`config.mk`:
```
export PLATFORM = sky130hd
export DESIGN_NAME = instr_fetch_unit
export DESIGN_NICKNAME = d
export VERILOG_FILES = /design/src/rtl/instr_fetch_unit.sv
export SDC_FILE = /design/constraint.sdc
export NUM_CORES = 1
export LEC_CHECK = 0
export ABC_AREA = 1
export ABC_CLOCK_PERIOD_IN_PS = 14890
export CAP_MARGIN = 20
export CORE_UTILIZATION = 35
export CTS_CLUSTER_DIAMETER = 50
export DETAILED_ROUTE_END_ITERATION = 16
export HOLD_SLACK_MARGIN = 0.15
export PLACE_DENSITY_LB_ADDON = 0.1
export SYNTH_ARGS = -nofsm -noshare
export SYNTH_HDL_FRONTEND = slang
export SYNTH_SLANG_ARGS = --single-unit
```
`constraint.sdc`:
```
create_clock -name i_clk -period 14.89 [get_ports i_clk]
set_input_delay 2.978 -clock i_clk [delete_from_list [all_inputs] [get_ports i_clk]]
set_output_delay 2.978 -clock i_clk [all_outputs]
set_load 0.01 [all_outputs]
```
`src/rtl/instr_fetch_unit.sv`:
```
// ============================================================================
// instr_fetch_unit: PC holder, in-order instruction memory fetch, DEPTH-entry
// instruction buffer with valid/ready toward decode and branch redirect flush.
// Revision: 1.0
// ============================================================================
`default_nettype none

module instr_fetch_unit #(
   parameter logic [31:0] RESET_PC = 32'h0000_0000,
   parameter int unsigned DEPTH    = 2
) (
   input  logic        i_clk,
   input  logic        i_rst,
   output logic        o_IMemReq,
   output logic [31:0] o_IMemAddr,
   input  logic        i_IMemGnt,
   input  logic        i_IMemRValid,
   input  logic [31:0] i_IMemRData,
   input  logic        i_Redirect,
   input  logic [31:0] i_RedirectPC,
   output logic        o_InstrValid,
   output logic [31:0] o_Instr,
   output logic [31:0] o_InstrPC,
   output logic [6:0]  o_OPCode,
   input  logic        i_InstrReady
);

   localparam int unsigned PTR_W = $clog2(DEPTH);
   localparam int unsigned CNT_W = $clog2(DEPTH + 1);

   logic [31:0]      pc_q, pc_d;
   logic [31:0]      resp_pc_q, resp_pc_d;
   logic [CNT_W-1:0] count_q, count_d;
   logic [CNT_W-1:0] outst_q, outst_d;
   logic [CNT_W-1:0] drop_q, drop_d;
   logic [PTR_W-1:0] wr_ptr_q, wr_ptr_d;
   logic [PTR_W-1:0] rd_ptr_q, rd_ptr_d;
   logic [31:0]      instr_mem_q [DEPTH];
   logic [31:0]      pc_mem_q    [DEPTH];

   logic [CNT_W:0]   w_credit_used;
   logic             w_grant;
   logic             w_resp;
   logic             w_push;
   logic             w_pop;
   logic             w_unused_ok;

   // Credits count both buffered words and in-flight requests, so a response
   // always has a free slot; a pop frees its credit only on the next cycle.
   assign w_credit_used = {1'b0, count_q} + {1'b0, outst_q};
   assign o_IMemReq     = !i_rst && !i_Redirect && (w_credit_used < (CNT_W+1)'(DEPTH));
   assign o_IMemAddr    = pc_q;

   assign w_grant      = o_IMemReq & i_IMemGnt;
   assign w_resp       = i_IMemRValid & (outst_q != '0);
   assign w_push       = w_resp & !i_Redirect & (drop_q == '0);
   assign o_InstrValid = (count_q != '0) & !i_Redirect;
   assign w_pop        = o_InstrValid & i_InstrReady;

   assign o_Instr   = instr_mem_q[rd_ptr_q];
   assign o_InstrPC = pc_mem_q[rd_ptr_q];
   assign o_OPCode  = o_Instr[6:0];

   assign w_unused_ok = &{1'b0, i_RedirectPC[1:0]};

   always_comb begin
      pc_d      = pc_q;
      resp_pc_d = resp_pc_q;
      count_d   = count_q;
      outst_d   = outst_q;
      drop_d    = drop_q;
      wr_ptr_d  = wr_ptr_q;
      rd_ptr_d  = rd_ptr_q;

      if (w_grant) begin
         pc_d = pc_q + 32'd4;
      end

      case ({w_grant, w_resp})
         2'b10:   outst_d = outst_q + CNT_W'(1);
         2'b01:   outst_d = outst_q - CNT_W'(1);
         default: outst_d = outst_q;
      endcase

      if (i_Redirect) begin
         pc_d      = {i_RedirectPC[31:2], 2'b00};
         resp_pc_d = {i_RedirectPC[31:2], 2'b00};
         count_d   = '0;
         wr_ptr_d  = '0;
         rd_ptr_d  = '0;
         // outst_q already includes older stale responses, so every request
         // still in flight after this cycle becomes stale exactly once.
         drop_d    = outst_q - CNT_W'(w_resp);
      end else begin
         if (w_resp && (drop_q != '0)) begin
            drop_d = drop_q - CNT_W'(1);
         end
         if (w_push) begin
            wr_ptr_d  = wr_ptr_q + PTR_W'(1);
            resp_pc_d = resp_pc_q + 32'd4;
         end
         if (w_pop) begin
            rd_ptr_d = rd_ptr_q + PTR_W'(1);
         end
         case ({w_push, w_pop})
            2'b10:   count_d = count_q + CNT_W'(1);
            2'b01:   count_d = count_q - CNT_W'(1);
            default: count_d = count_q;
         endcase
      end
   end

   always_ff @(posedge i_clk or posedge i_rst) begin
      if (i_rst) begin
         pc_q      <= RESET_PC;
         resp_pc_q <= RESET_PC;
         count_q   <= '0;
         outst_q   <= '0;
         drop_q    <= '0;
         wr_ptr_q  <= '0;
         rd_ptr_q  <= '0;
      end else begin
         pc_q      <= pc_d;
         resp_pc_q <= resp_pc_d;
         count_q   <= count_d;
         outst_q   <= outst_d;
         drop_q    <= drop_d;
         wr_ptr_q  <= wr_ptr_d;
         rd_ptr_q  <= rd_ptr_d;
      end
   end

   always_ff @(posedge i_clk or posedge i_rst) begin
      if (i_rst) begin
         for (int i = 0; i < int'(DEPTH); i++) begin
            instr_mem_q[i] <= '0;
            pc_mem_q[i]    <= '0;
         end
      end else if (w_push) begin
         instr_mem_q[wr_ptr_q] <= i_IMemRData;
         pc_mem_q[wr_ptr_q]    <= resp_pc_q;
      end
   end

endmodule

`default_nettype wire
```
# Word level (Yosys, flattened, before mapping)
# Cells that the tools add are included.
[op_classes]
eq_ne = 4
reduce_logical = 16
add_sub_neg = 11
magnitude_cmp = 4
n_mux = 23
bitwise_logic = 8
[op_table]
columns = ["op", "count"]
rows = [
  ["2-to-1 mux 32 bit", 11],
  ["bitwise mux 64 bit", 2],
  ["adder 32 x 3 -> 32 bit (second input constant)", 2],
  ["demux 32 bit (select 1 bit)", 1],
  ["nonzero test 2 bit", 8],
  ["one-hot mux 2 bit (2 select lines)", 2],
  ["bitwise AND 1 bit", 6],
  ["2-to-1 mux 2 bit", 3],
  ["subtractor 2 x 1 -> 2 bit (second input constant)", 3],
  ["adder 2 x 1 -> 2 bit (second input constant)", 2],
  ["== test 2 x 1 -> 1 bit (second input constant)", 2],
  ["== test 2 bit (second input constant)", 2],
  ["greater-or-equal comparator 2 bit (second input constant)", 2],
  ["logical AND 1 bit", 4],
  ["2-to-1 mux 1 bit", 4],
  ["inverter 1 -> 2 bit", 2],
  ["adder 2 x 2 -> 3 bit", 1],
  ["less-than comparator 3 x 2 -> 1 bit (second input constant)", 1],
  ["nonzero test 3 bit", 1],
  ["adder 1 bit (second input constant)", 2],
  ["zero test 1 bit", 2],
  ["zero test 2 bit", 1],
  ["less-than comparator 2 x 1 -> 1 bit (second input constant)", 1],
  ["subtractor 2 x 1 -> 2 bit", 1],
]
[totals]
in_bits = 70
out_inout_bits = 105
word_cells = 77
regBits = 200

# Longest topological paths before layout
# Gate-level depths: netlist of run 1.
[depth]
ltp_word = 7
mapped_depth = 11
mapped_depth_nobuf = 11

# Worst setup path after synthesis of run 1
# No wires, ideal clock.
[synth_path]
path_type = "input to output"
start = "input port i_rst"
end = "output port o_IMemReq"
n_path_buf = 0
required_ns = 11.912
path_stages = 3
arrival_ns = 7.412
path_slack_ns = 4.500
path_cell_list = "inv_1 > nand3_1 > inv_1"
[synth_via]
elab_chain_cells = 3
[synth_rtl]
columns = ["element", "line", "rtl"]
rows = [
  ["start: declaration", "13", "input logic i_rst,"],
  ["zero test 1 bit (no source line)", "--", ""],
  ["logical AND 1 bit (2 in series)", "51", "assign o_IMemReq = !i_rst && !i_Redirect && (w_credit_used < (CNT_W+1)'(DEPTH));"],
  ["end: declaration", "14", "output logic o_IMemReq,"],
]
# Every way passes these cells.

# Worst setup path after layout of run 1
[layout_path]
start = "input port i_Redirect"
end = "output port o_IMemReq"
[layout_via]
elab_chain_cells = 3
[layout_rtl]
columns = ["element", "line", "rtl"]
rows = [
  ["start: declaration", "19", "input logic i_Redirect,"],
  ["zero test 1 bit", "51", ""],
  ["logical AND 1 bit (2 in series)", "51", ""],
]
# Every way passes these cells.

==> results of run 1 <==
## per-layer routing
metal	part of all wire	vias up
li1	-	4305
met1	0.50	3905
met2	0.44	213
met3	0.046	20
met4	0.014	0
met5	0	-
## how the worst min path moves through the flow
stage                    start               to  slack (ps)  depth (start not counted)
2_1_floorplan   instr_mem_q[0]   instr_mem_q[0]         450                          2
3_3_place_gp    instr_mem_q[2]   instr_mem_q[2]         460                          2
3_5_place_dp    instr_mem_q[2]   instr_mem_q[2]         460                          2
4_1_cts         instr_mem_q[2]   instr_mem_q[2]         490                          2
5_1_grt        instr_mem_q[40]  instr_mem_q[40]         500                          2
6_report       instr_mem_q[31]  instr_mem_q[31]         480                          2
## worst max-delay path: stages
cell             delay [ps]
buf_2                    90
buf_4                   280
inv_2                   700
nand3_1                 140
inv_1                    80
clkdlybuf4s50_1         530
## registers in the layout, indices dropped and copies added (netlist names)
name         cells
resp_pc_q       30
wr_ptr_q         1
pc_mem_q        60
rd_ptr_q         1
o_IMemAddr      30
count_q          2
drop_q           2
instr_mem_q     64
outst_q          2
## cell usage after synthesis, drive strengths merged, types with 2 or more instances
cell type | count | area [µm²]
nand2 | 379 | 1440
dfrtp | 192 | 4800
o21ai | 167 | 843
inv | 133 | 499
nor2 | 100 | 422
nand3 | 66 | 330
mux2 | 62 | 698
buf | 50 | 348
a21oi | 28 | 140
clkbuf | 13 | 48.8
xor2 | 13 | 114
o211ai | 12 | 90.1
nand4 | 10 | 62.6
ha | 5 | 62.6
nor3 | 4 | 25.0
o21bai | 4 | 30.0
a22oi | 3 | 22.5
a31oi | 3 | 18.8
xnor2 | 3 | 26.3
and2 | 2 | 12.5
nand3b | 2 | 15.0
## metrics by stage
step | util | instance area [µm²] | instances | setup slack [ps]
6_report | 0.445 | 12500 | 1781 | 7100
5_1_grt | 0.445 | 12500 | 1781 | 6930
4_1_cts | 0.445 | 12500 | 1781 | 7040
3_5_place_dp | 0.425 | 11900 | 1749 | 7040
3_3_place_gp | 0.425 | 11900 | 1749 | 7010
2_1_floorplan | - | 10100 | 1260 | 4500
## cell usage in the layout (no fill, tap or decap), types with 6 or more instances in the layout
master / netlist / routed
a21oi_1: 28 / 28
buf_4: 11 / 6
clkbuf_16: 0 / 17
clkdlybuf4s50_1: 0 / 167
dfrtp_1: 192 / 191
inv_1: 132 / 131
mux2_2: 62 / 62
nand2_1: 375 / 375
nand3_1: 66 / 66
nand4_1: 10 / 10
nor2_1: 93 / 93
o211ai_1: 12 / 12
o21ai_0: 56 / 56
o21ai_1: 109 / 109
xor2_1: 13 / 13
## kinds of logic after synthesis
group           after synthesis  synth area share
xor+xnor                     16            0.0139
other cells                   1          0.000371
mux                          62            0.0690
compound gates              220             0.116
buf+inv                     196            0.0886
flops                       192             0.475
simple gates                564             0.229
fa+ha+maj                     6           0.00817
## final cells by class
cell class / instances / area (µm²) / share of cell area
clock buffer: 18 / 429 / 0.0343
sequential: 192 / 4810 / 0.384
tap: 378 / 473 / 0.0378
timing repair buffer: 174 / 1720 / 0.138
multi-input combinational: 872 / 4430 / 0.354
inverter: 133 / 507 / 0.0405
clock inverter: 14 / 143 / 0.0114
## power by group
part | leakage (nW) | switching (mW) | internal (mW) | total [mW]
Combinational | 3.06 | 0.385 | 0.414 | 0.799
Clock | 0.279 | 0.229 | 0.224 | 0.454
Sequential | 2.45 | 0.118 | 0.688 | 0.806
Total | 5.79 | 0.733 | 1.33 | 2.06
==> run_results.csv, run 1 <==
group,metric,value,unit
status,status,"finished clean",
drt,wl,27.1,mm
sta,holdWs,483,ps
layout,drive_gt1_frac,0.0848,
pwr,powerDensity,165,mW/mm²
synth,synth_seq_cells,192,
drt,via_per_inst,4.74,
drt,drc,0,
worst_setup_path,cp-start-kind,"input port",
sta,final-hold-violation-count,0,
grt,grt_pass1_vias,8174,
grt,grt_max_degree,95,
pwr,power,2.06,mW
synth,ys_dominant_reg_cell,"dfrtp_1",
cts,path_clk_slew,80,ps
grt,globalRouteMet3Util,0.0288,
cts,cts-htree-levels,4,
drt,first_iter_violations,440,
sta,post-route-period-util,0.523,
cts,clock-sinks,192,
layout,fin_nets,1466,
floorplanning,dieArea,0.0296,mm²
cts,ctsHoldBuffers,0,
cts,clockBufferDepth,2,
synth,yosys.cell_types.count,39,
grt,met1_usage,0.274,
sta,slew-limit-headroom,0.366,
flow_run,maxCapViolCount,0,
sta,finalSetupTns,0,ps
worst_setup_path,crit_required,11910,ps
place,io_buffers,168,
worst_setup_path,cp-end-kind,"output port",
grt,grt_pass1_wl,43.8,mm
synth,syn_inst,1257,
worst_setup_path,crit_arrival,4810,ps
sta,setup_viol,0,
pwr,peakVddDrop,0.0000803,V
floorplanning,pin_count,175,
synth,synth_edf_count,0,
synth,ys_warn_count,0,
floorplanning,die_width,172,µm
grt,use_met2,0.300,
sta,final_max_slew_viol_count,0,
sta,min_period,7790,ps
worst_setup_path,path_max_fanout,47,
cts,cts_made_buffers,17,
floorplanning,die_h,172,µm
layout,filler_cell_count,2897,
drt,wl_per_cell,15.2,µm
synth,yosysSeqAreaShare,0.475,
place,hpwlAfterDp,18.8,mm
floorplanning,core_area,0.0281,mm²
cts,cts_setup_buffers,0,
cts,worstSkewPairLatency,440,ps
drt,vias,8443,
worst_setup_path,r2r_setup_slack,11160,ps
grt,track_usage,0.191,
floorplanning,rows,61,
sta,rsz0062_at_grt,"no",
cts,cts-root-buf,"clkbuf_16",
drt,ant_nets,0,
grt,grt.busiest_layer,"met2",
layout,diodes,0,
floorplanning,start_util,0.360,
synth,synth_async_sr_flop_share,1.00,
layout,synthToLayoutAreaGrowth,23.7,%
hold_path,hold_path.class,"flip-flop to flip-flop",
grt,grt_remaining_overflow,0,
sta,max_freq,0.128,GHz
drt,drt-pass1-iter-count,5,
synth,netlist_area,0.0101,mm²
cts,cts_tree,"yes",
sta,worstMarginPinSlew,948,ps
place,routabilityCongestion,0.863,
cts,cts_resized,0,
pwr,power_leakage,5.79,nW
grt,antenna_found_initial,0,
worst_setup_path,setup.worst_path.end,"o_IMemReq",
sta,clock_skew,14.6,ps
synth,synth.avg_cell_area,8.04,µm²
worst_setup_path,rr_endpoint,"o_IMemAddr[13]",
worst_setup_path,worstSetupPathType,"input port to output port",
worst_setup_path,critPathLaunch,"i_Redirect",
worst_setup_path,r2r-start,"outst_q[0]",
worst_setup_path,r2r_cells,10,
Power figures use the tool's default switching activity.
==> run 2: changes to the inputs <==
--- a/config.mk
+++ b/config.mk
@@ -6,7 +6,7 @@
 export NUM_CORES = 1
 export LEC_CHECK = 0
 export ABC_AREA = 1
-export ABC_CLOCK_PERIOD_IN_PS = 14890
+export ABC_CLOCK_PERIOD_IN_PS = 7200
 export CAP_MARGIN = 20
 export CORE_UTILIZATION = 35
 export CTS_CLUSTER_DIAMETER = 50
==> constraint.sdc (replaced) <==
create_clock -name i_clk -period 7.2 [get_ports i_clk]
set_input_delay 1.44 -clock i_clk [delete_from_list [all_inputs] [get_ports i_clk]]
set_output_delay 1.44 -clock i_clk [all_outputs]
set_load 0.01 [all_outputs]
==> run_results.csv, run 2 (synthesized netlist as in run 1, its figures left out) <==
group,metric,value,unit
status,status,"finished clean",
sta,max_freq,0.210,GHz
pwr,pwr-share-clk,0.225,
pwr,powerDensity,341,mW/mm²
drt,drt-pass1-iter-count,7,
sta,post-route-period-util,0.660,
place,routabilityCongestion,0.909,
sta,final_max_slew_viol_count,0,
worst_setup_path,cp_slowest_cell,"inv_2",
worst_setup_path,critPathTopFamily,"buffers and inverters",
cts,worstSkewPairLatency,440,ps
layout,layoutNonFillerInstCount,1785,
pwr,p_int,2.79,mW
layout,fin_nets,1470,
pwr,switching_share,0.351,
cts,cts-htree-levels,4,
drt,wl,27.2,mm
layout,synthToLayoutAreaGrowth,24.6,%
cts,cts_setup_buffers,0,
worst_setup_path,path_max_fanout,47,
cts,cts_made_buffers,17,
sta,min_period,4750,ps
sta,holdWs,482,ps
floorplanning,dieArea,0.0296,mm²
layout,layout_commonest_cell,"nand2_1",
worst_setup_path,crit_required,5760,ps
floorplanning,die_width,172,µm
layout,drive_gt1_frac,0.0881,
floorplanning,rows,61,
cts,ctsHoldBuffers,0,
place,hpwlAfterDp,19.0,mm
pwr,p_switching,1.51,mW
cts,path_clk_slew,70,ps
drt,first_iter_violations,588,
cts,cts_resized,0,
sta,clock_skew,12.9,ps
sta,setup_viol,0,
place,pre_cts_ws,2410,ps
grt,grt_max_degree,111,
layout,largest_reg_flops,64,
pwr,pwr-share-comb,0.385,
cts,cts_tree,"yes",
sta,finalSetupTns,0,ps
place,dp.cells,1751,
drt,via_per_inst,4.78,
worst_setup_path,r2r_setup_slack,4170,ps
layout,top_regs,"instr_mem_q (64), pc_mem_q (60)",
grt,grt_remaining_overflow,0,
pwr,power_leakage,5.83,nW
sta,rsz0062_at_grt,"no",
hold_path,hold_depth,2,
floorplanning,start_util,0.360,
worst_setup_path,worstSetupPathType,"input port to output port",
worst_setup_path,path_buf_inv,5,
cts,clock-sinks,192,
grt,grt_pass1_wl,43.2,mm
drt,wl_met2,11.7,mm
grt,grt_pass1_vias,8163,
hold_path,hold_path.class,"flip-flop to flip-flop",
drt,wl_met3,1.27,mm
floorplanning,pin_count,175,
sta,final-hold-violation-count,0,
grt,antenna_found_initial,0,
place,io_buffers,168,
cts,clockBufferDepth,2,
drt,topRoutingLayerUsed,"met4",
layout,mostFrequentLayoutCells,"375 x nand2_1, 191 x dfrtp_1, 167 x clkdlybuf4s50_1",
sta,fin_ws,2450,ps
drt,wl_per_cell,15.3,µm
layout,diodes,0,
pwr,p_seq_frac,0.389,
cts,cts-root-buf,"clkbuf_16",
pwr,peakVddDrop,0.000171,V
floorplanning,die_h,172,µm
worst_setup_path,path_cells,"buf_2 > buf_4 > inv_2 > nand3_1 > inv_1 > clkdlybuf4s50_1",
sta,slew-limit-headroom,0.373,
worst_setup_path,cp_num_cells,6,
worst_setup_path,cp-end-kind,"output port",
floorplanning,core_area,0.0281,mm²
drt,ant_nets,0,
worst_setup_path,r2r_cells,11,
layout,top_register,"instr_mem_q",
worst_setup_path,cp-start-kind,"input port",
drt,wl_met1,13.7,mm
worst_setup_path,max_stage_delay,710,ps
drt,drc,0,
flow_run,maxCapViolCount,0,
pwr,power,4.30,mW
drt,vias,8539,
grt,track_usage,0.189,
worst_setup_path,crit_arrival,3310,ps
sta,worstMarginPinSlew,937,ps
run 2: changes by cell type in the layout (fill, tap and decap cells not counted), sizes merged:
cell / change
buf: +4
inv: -3
clkinvlp: +2
bufinv: +1
run 2: worst min-delay path: cells and delay by family, from the launching register on:
kind               cells  cell delay, ps
DFF                    1             340
AOI/OAI and AO/OA      1              60
and+or+nand+nor        1              50
run 2: final cells by class:
| type | count | area, µm² |
|---|---|---|
| clock buffer | 18 | 439 |
| clock inverter | 14 | 164 |
| fill | 2931 | 15500 |
| inverter | 133 | 503 |
| multi-input combinational | 872 | 4430 |
| sequential | 192 | 4810 |
| tap | 378 | 473 |
| timing repair buffer | 178 | 1790 |
run 2: power groups by stage:
stage / clock (mW) / sequential, mW / combinational [mW]
global placement: 0 / 1.69 / 1.65
floorplan: 0 / 1.63 / 1.02
finish: 0.969 / 1.67 / 1.66
CTS: 0.997 / 1.67 / 1.67
detailed placement: 0 / 1.69 / 1.66
global route: 1.03 / 1.73 / 1.85
run 2: final timing paths:
kind                                       end           start
worst max register to register  o_IMemAddr[21]      outst_q[0]
worst max-delay path                 o_IMemReq      i_Redirect
worst min-delay path            instr_mem_q[0]  instr_mem_q[0]
min in group asynchronous           outst_q[1]           i_rst
max in group asynchronous             rd_ptr_q           i_rst
worst min register to register  instr_mem_q[0]  instr_mem_q[0]
run 2: routing by layer:
metal  GRT usage  vias up
li1            -     4312
met1       0.269     3977
met2       0.289      215
met3      0.0284       35
met4      0.0685        0
met5           0        -
run 2: metrics by stage:
stage           util  instance area (µm²)
2_1_floorplan      -                10100
3_3_place_gp   0.425                11900
3_5_place_dp   0.425                11900
4_1_cts        0.447                12500
5_1_grt        0.449                12600
6_report       0.449                12600
==> run 3: changes to the inputs <==
--- a/config.mk
+++ b/config.mk
@@ -6,7 +6,7 @@
 export NUM_CORES = 1
 export LEC_CHECK = 0
 export ABC_AREA = 1
-export ABC_CLOCK_PERIOD_IN_PS = 7200
+export ABC_CLOCK_PERIOD_IN_PS = 4700
 export CAP_MARGIN = 20
 export CORE_UTILIZATION = 35
 export CTS_CLUSTER_DIAMETER = 50
==> constraint.sdc (replaced) <==
create_clock -name i_clk -period 4.7 [get_ports i_clk]
set_input_delay 0.94 -clock i_clk [delete_from_list [all_inputs] [get_ports i_clk]]
set_output_delay 0.94 -clock i_clk [all_outputs]
set_load 0.01 [all_outputs]
==> run_results.csv, run 3 (synthesized netlist as in run 1, its figures left out) <==
group,metric,value,unit
status,status,"finished clean",
cts,cts_setup_buffers,0,
sta,clock_skew,8.92,ps
place,hpwlAfterDp,19.3,mm
cts,clockBufferDepth,2,
sta,min_period,3330,ps
layout,filler_cell_count,2867,
hold_path,hold_depth,2,
cts,cts_tree,"yes",
layout,top_register,"instr_mem_q",
layout,top_regs,"instr_mem_q (64), pc_mem_q (60)",
layout,drive_gt1_frac,0.0930,
drt,via_per_inst,4.73,
cts,clock-sinks,192,
drt,vias,8444,
sta,worstMarginPinSlew,983,ps
cts,ctsHoldBuffers,0,
layout,synthToLayoutAreaGrowth,24.8,%
cts,cts_resized,0,
grt,grt_pass1_vias,8151,
place,routabilityCongestion,0.870,
layout,fin_nets,1472,
layout,multiInputGateArea,0.00447,mm²
worst_setup_path,cp-end-kind,"output port",
pwr,p_seq_frac,0.388,
worst_setup_path,cp-start-kind,"flip-flop",
layout,diodes,0,
layout,mostFrequentLayoutCells,"375 x nand2_1, 191 x dfrtp_1, 167 x clkdlybuf4s50_1",
pwr,pwr-share-clk,0.221,
layout,final_core_util,0.449,
floorplanning,pin_count,175,
floorplanning,die_h,172,µm
worst_setup_path,path_max_fanout,7,
cts,cts-root-buf,"clkbuf_16",
grt,grt_pass1_wl,43.5,mm
worst_setup_path,r2r_cells,10,
pwr,powerDensity,521,mW/mm²
worst_setup_path,worstSetupPathType,"flip-flop to output port",
sta,finalSetupTns,0,ps
pwr,peakVddDrop,0.000210,V
hold_path,hold_path.class,"flip-flop to flip-flop",
place,dp.cells,1755,
cts,cts-htree-levels,4,
sta,final_max_slew_viol_count,0,
sta,slew-limit-headroom,0.345,
cts,worstSkewPairLatency,430,ps
place,io_buffers,168,
pwr,p_int,4.23,mW
grt,antenna_found_initial,0,
worst_setup_path,crit_arrival,2390,ps
grt,grt_remaining_overflow,0,
floorplanning,rows,61,
sta,post-route-period-util,0.708,
place,dpl-instance-area,0.0120,mm²
drt,ant_nets,0,
layout,largest_reg_flops,64,
floorplanning,core_area,0.0281,mm²
floorplanning,die_width,172,µm
drt,first_iter_violations,441,
drt,wl_per_cell,15.4,µm
flow_run,maxCapViolCount,0,
grt,grt_max_degree,75,
sta,final-hold-violation-count,0,
layout,seq_area,0.00481,mm²
drt,drc,0,
pwr,p_switching,2.34,mW
layout,layout_commonest_cell,"nand2_1",
cts,cts_made_buffers,17,
sta,max_freq,0.301,GHz
sta,rsz0062_at_grt,"no",
sta,setup_viol,0,
drt,wl,27.5,mm
worst_setup_path,crit_required,3760,ps
pwr,power_leakage,5.82,nW
pwr,switching_share,0.356,
drt,drt-pass1-iter-count,5,
cts,path_clk_slew,80,ps
layout,fin_area,0.0126,mm²
grt,track_usage,0.191,
floorplanning,dieArea,0.0296,mm²
pwr,pwr-share-comb,0.391,
floorplanning,start_util,0.360,
layout,layoutNonFillerInstCount,1787,
run 3: per-layer routing:
layer,GRT usage,share of wire,up-vias
met5,0,0,-
met4,0.0473,0.015,0
met3,0.0346,0.045,24
met2,0.298,0.43,207
met1,0.271,0.50,3895
li1,-,-,4318
run 3: metrics by stage:
step	worst slack, ps	hold WS (ps)	total power [mW]
after floorplan	-541	448	4.08
after global placement	1280	465	5.15
after detailed placement	1280	467	5.18
after CTS	1330	488	6.67
after global routing	1250	508	7.06
final	1370	485	6.58
run 3: cell type report:
type | count | share of cell area
Sequential cell | 192 | 0.381
Multi-Input combinational cell | 872 | 0.354
Timing Repair Buffer | 180 | 0.141
Inverter | 133 | 0.0398
Tap cell | 378 | 0.0375
Clock buffer | 18 | 0.0340
Clock inverter | 14 | 0.0132
run 3: final timing paths:
kind	slack (ps)	startpoint	to
setup reg to reg	1900	outst_q[0]	o_IMemAddr[5]
hold reg to reg	480	pc_mem_q[48]	pc_mem_q[48]
max in group asynchronous	1820	i_rst	o_IMemAddr[19]
setup / recovery	1370	outst_q[0]	o_IMemReq
hold / removal	480	pc_mem_q[48]	pc_mem_q[48]
min in group asynchronous	1250	i_rst	o_IMemAddr[2]
run 3: worst max-delay path, stage by stage, from the launching register on:
cell and delay [ps]:
dfrtp_1 470, nand2_1 90, inv_1 50, fa_1 430, nor2_1 190, nand3_1 110
inv_1 80, clkdlybuf4s50_1 540
run 3: power groups by stage:
stage,clock (mW),sequential (mW),combinational [mW]
3_5_place_dp,0,2.58,2.60
5_1_grt,1.56,2.63,2.87
4_1_cts,1.51,2.55,2.61
6_report,1.46,2.55,2.57
2_1_floorplan,0,2.49,1.58
3_3_place_gp,0,2.57,2.58
